[src/rtl/serial_arith_pkg.sv]
// Shared definitions for the bit-serial arithmetic controllers:
// state encoding, operand width bounds and counter sizing.
package serial_arith_pkg;

    typedef enum logic [1:0] {
        IDLE = 2'd0,
        RUN  = 2'd1,
        DONE = 2'd2
    } state_t;

    localparam int WIDTH_MIN = 1;
    localparam int WIDTH_MAX = 32;

    // Bits needed to count 0..w-1, never less than one.
    function automatic int cnt_width(input int w);
        return (w <= 1) ? 1 : $clog2(w);
    endfunction

endpackage

[src/rtl/serial_adder_ctrl_full_adder.sv]
// Single-bit full-adder cell shared by the serial controller.
module full_adder (
    input  logic a,
    input  logic b,
    input  logic ci,
    output logic s,
    output logic co
);

    assign s  = a ^ b ^ ci;
    assign co = (a & b) | (ci & (a ^ b));

endmodule

[src/rtl/serial_adder_ctrl.sv]
// Bit-serial adder controller: one full-adder cell reused over WIDTH
// clocks, LSB first, with a start/busy/done handshake and abort.
module serial_adder_ctrl
    import serial_arith_pkg::*;
#(
    parameter int WIDTH = 8
) (
    input  logic             clk,
    input  logic             rst_n,
    input  logic             start,
    input  logic             abort,
    input  logic [WIDTH-1:0] a,
    input  logic [WIDTH-1:0] b,
    input  logic             cin,
    output logic             busy,
    output logic             done,
    output logic [WIDTH-1:0] sum,
    output logic             cout
);

    localparam int            CW   = cnt_width(WIDTH);
    localparam logic [CW-1:0] LAST = CW'(WIDTH - 1);

    if (WIDTH < WIDTH_MIN || WIDTH > WIDTH_MAX) begin : g_bad_width
        $error("serial_adder_ctrl: WIDTH out of range");
    end

    state_t           state_reg;
    logic [WIDTH-1:0] a_sr;
    logic [WIDTH-1:0] b_sr;
    logic             carry_reg;
    logic [CW-1:0]    cnt_reg;
    logic             busy_reg;
    logic             done_reg;
    logic [WIDTH-1:0] sum_reg;
    logic             cout_reg;

    logic             cell_s;
    logic             cell_c;
    logic [WIDTH-1:0] res_next;

    full_adder u_fa (
        .a  (a_sr[0]),
        .b  (b_sr[0]),
        .ci (carry_reg),
        .s  (cell_s),
        .co (cell_c)
    );

    // Partial result: the cell sum enters at the MSB and earlier bits move
    // right. Only WIDTH-1 bits ever need storing, since the final bit goes
    // straight from the cell into the result register.
    if (WIDTH == 1) begin : g_res_w1
        assign res_next = cell_s;
    end else begin : g_res_wn
        logic [WIDTH-2:0] res_sr;

        assign res_next = {cell_s, res_sr};

        // Shift the partial result once per processed bit.
        always_ff @(posedge clk or negedge rst_n) begin
            if (!rst_n) begin
                res_sr <= '0;
            end else if (state_reg == RUN && !abort) begin
                res_sr <= res_next[WIDTH-1:1];
            end
        end
    end

    // Sequencer: operand capture, per-bit shifting, completion and abort.
    always_ff @(posedge clk or negedge rst_n) begin
        if (!rst_n) begin
            state_reg <= IDLE;
            a_sr      <= '0;
            b_sr      <= '0;
            carry_reg <= 1'b0;
            cnt_reg   <= '0;
            busy_reg  <= 1'b0;
            done_reg  <= 1'b0;
            sum_reg   <= '0;
            cout_reg  <= 1'b0;
        end else begin
            case (state_reg)
                IDLE: begin
                    done_reg <= 1'b0;
                    if (start) begin
                        a_sr      <= a;
                        b_sr      <= b;
                        carry_reg <= cin;
                        cnt_reg   <= '0;
                        busy_reg  <= 1'b1;
                        state_reg <= RUN;
                    end
                end
                RUN: begin
                    if (abort) begin
                        busy_reg  <= 1'b0;
                        state_reg <= IDLE;
                    end else begin
                        a_sr      <= a_sr >> 1;
                        b_sr      <= b_sr >> 1;
                        carry_reg <= cell_c;
                        if (cnt_reg == LAST) begin
                            sum_reg   <= res_next;
                            cout_reg  <= cell_c;
                            busy_reg  <= 1'b0;
                            done_reg  <= 1'b1;
                            state_reg <= DONE;
                        end else begin
                            cnt_reg <= cnt_reg + 1'b1;
                        end
                    end
                end
                DONE: begin
                    done_reg  <= 1'b0;
                    state_reg <= IDLE;
                end
                default: begin
                    busy_reg  <= 1'b0;
                    done_reg  <= 1'b0;
                    state_reg <= IDLE;
                end
            endcase
        end
    end

    assign busy = busy_reg;
    assign done = done_reg;
    assign sum  = sum_reg;
    assign cout = cout_reg;

endmodule

[config.mk]
export PLATFORM = sky130hd
export DESIGN_NAME = serial_adder_ctrl
export DESIGN_NICKNAME = d
export VERILOG_FILES = /design/src/rtl/serial_arith_pkg.sv /design/src/rtl/serial_adder_ctrl_full_adder.sv /design/src/rtl/serial_adder_ctrl.sv
export SDC_FILE = /design/constraint.sdc
export NUM_CORES = 1
export LEC_CHECK = 0
export BUFFER_PORTS_ARGS = -buffer_cell sky130_fd_sc_hd__buf_2
export CAP_MARGIN = 10
export CORE_MARGIN = 3
export CORE_UTILIZATION = 35
export DETAILED_ROUTE_END_ITERATION = 7
export MAX_ROUTING_LAYER = met4
export PLACE_DENSITY = 0.64
export SKIP_LAST_GASP = 1
export SLEW_MARGIN = 10
export SYNTH_ARGS = -nofsm -noshare
export SYNTH_HDL_FRONTEND = slang
export SYNTH_SLANG_ARGS = --single-unit
[constraint.sdc]
create_clock -name clk -period 2.2 [get_ports clk]
set_clock_uncertainty 0.15 [all_clocks]
set_input_delay 0.11 -clock clk [delete_from_list [all_inputs] [get_ports clk]]
set_output_delay 0.11 -clock clk [all_outputs]
set_load 0.005 [all_outputs]
==> metrics.txt <==
#FFs+latches synth=40; most used routing layer=met2; Power Density=1000 nW/um^2; met2 usage=0.200; Area after DPL=2140 um^2; reg2reg start=cnt_reg[0]; Detail Placement HPWL=2480 um; CP most frequent cell=ha_1; Critical-path top delay cell=nor4b_1; Worst Reg-to-Reg Cells=5; final non-filler cell total=243; io pins=32; LEAKAGE=1.11 nW; fin nets=197; Final setup viols=0; fillers=499; syn_nets=158; total congestion overflow=0; Netlist cell types=24; Setup crit start=cnt_reg[0]; IO Port Bufs=31; setup tns final=0 ns; critical path startpoint category=register; Max FO, Critical Path=4; htree depth=2; Via density=4.77; vias in the first global route=1264; gpl congestion=0.716; largest cells by area after synthesis=dfrtp_1 (51%), mux2_2 (17%), mux2_4 (13%), buf_6 (2.9%), ha_1 (1.9%); hold path start=a[4]; # DRC=0; Final Slew Violations=0; met1 Usage GRT=0.143; CTS clk-pin slew, worst paths=0.08 ns; Ys Warns=0; Critical Path Stages=5; Die H=80.8 um; DR WL/cell=14.4 um; CTS Buffer Depth=2; diodes inserted=0; layout cells sized above 1=0.526; Peak supply drop=0.000508 V; mean post-synth cell area=14.7 um^2; Worst path top cell family by delay=simple AND/OR/NAND/NOR gates; GRT Resource Usage Total=0.122; final hold viol count=0; CP Data Required Time=2.23 ns; Tcrit/Tclk final=0.908; first-pass GRT wire length=5900 um; critical path endpoint category=register; Slew Limit Headroom=0.420; share of Yosys cell area claimed by the top area cell type=0.512; status=finished, final reports clean; CP max stage delay=0.51 ns; Power Total=2.29 mW; Routed Antenna Nets=0; Worst-Skew Late Latency=0.29 ns; Hold Crit Depth=3; die area=6520 um^2; Least-Margin Pin Slew=0.870 ns; f_max=501 MHz; CTS root buf=clkbuf_8; Post-CTS Resized=0; CTS tree=built; initial core utilization=0.371; Synth Cell Area=1960 um^2; Die W=80.8 um; crit path DAT=2.02 ns; area leader, netlist=dfrtp_1; CTS Buf Count=5; DR vias=1160; worst min-delay path class=input port to register; dpl cells=231; Iter 0 DRT Violations=57; CP Cell Sequence=ha_1 -> ha_1 -> nor4b_1 -> a21oi_1 -> a22o_1; wirelength, routed=3510 um; Seq/Total Area, Yosys=0.512; clock sink count=40; initial antenna violation count=0; Post-Layout Inst Area=2290 um^2; synthesis-to-layout area growth=17.2%; unrepaired setup endpoints after global routing=no; post-layout min period=2.00 ns; CP bufs+invs=0; worst hold slack=0.0193 ns; FP Rows=26; setup bufs post-CTS=0; routing usage on met3=0.0366; largest net degree at the start of global routing=41; Setup CP Type=register to register; drt first pass iters=4; Mapped Cells=133; Core Box Area=5270 um^2; max_cap viols=0
kinds of logic (layout without fill, tap and decap cells):
group / count (synthesis) / count (layout) / share of synthesized area
AO/OA/AOI/OAI: 16 / 16 / 0.0550
adder cells (fa/ha/maj): 4 / 4 / 0.0294
buffers and inverters: 10 / 50 / 0.0486
flip-flops: 40 / 40 / 0.512
multiplexers: 47 / 47 / 0.303
AND/OR/NAND/NOR: 16 / 16 / 0.0525
routing by layer:
metal,share of wire,vias to the layer above
met2,0.49,34
li1,-,547
met5,0,-
met3,0.050,7
met1,0.44,572
met4,0.015,0
worst paths after layout:
path | to | slack [ns]
worst max-delay path | cnt_reg[2] | 0.20
max in group asynchronous | g_res_wn.res_sr[2] | 1.03
worst max register to register | cnt_reg[2] | 0.20
worst min-delay path | a_sr[4] | 0.02
worst min register to register | a_sr[3] | 0.36
min in group asynchronous | sum[1] | 0.33
what timing repair did:
item,CTS,global route
hold endpoints to repair,43,0
endpoints found under the setup margin,0,0
hold buffers,4,0
final cells by class:
cell class	instances	area (um^2)	area share
tap	70	87.6	0.0382
clock inverter	2	35.0	0.0153
clock buffer	6	72.6	0.0317
timing repair buffer	39	225	0.0983
multi-input combinational	83	860	0.375
sequential	40	1000	0.437
inverter	3	11.3	0.00491
Yosys cell counts:
library cell and n:
dfrtp_1 40, mux2_2 29, mux2_4 17, o21ai_0 6
buf_6 5, a21oi_1 4, nor2_1 4, nor2b_1 4
ha_1 3, inv_1 3, nand2b_1 3, a22o_1 2
nand2_1 2, a21o_1 1, a21oi_4 1, and2_4 1
buf_12 1, buf_4 1, fa_1 1, mux2i_1 1
nor3b_4 1, nor4b_1 1, o21a_1 1, o41ai_1 1
through the flow:
step | util | setup WS [ns]
finish | 0.435 | 0.203
global route | 0.435 | 0.0646
CTS | 0.435 | 0.228
detailed placement | 0.407 | 0.250
global placement | 0.407 | 0.436
floorplan | - | 0.463
cell usage in the layout, fill, tap and decap left out, types with 2 or more instances in the layout:
cell	instances
a21oi_1	4
a22o_1	2
buf_2	31
buf_4	4
clkbuf_8	5
dfrtp_1	40
dlygate4sd3_1	4
ha_1	3
inv_1	3
mux2_2	29
mux2_4	17
nand2_1	2
nand2b_1	3
nor2_1	4
nor2b_1	4
o21ai_0	6
worst register-to-register path, stage by stage, from the launching register on:
cell and delay, ns:
dfrtp_1 0.41, ha_1 0.23, ha_1 0.23, nor4b_1 0.51, a21oi_1 0.14, a22o_1 0.21
where the power goes:
group,switching [mW],internal [mW]
sequential,0.154,0.966
combinational,0.199,0.389
clock,0.249,0.337
No activity file was read; power rests on OpenSTA's default activity.
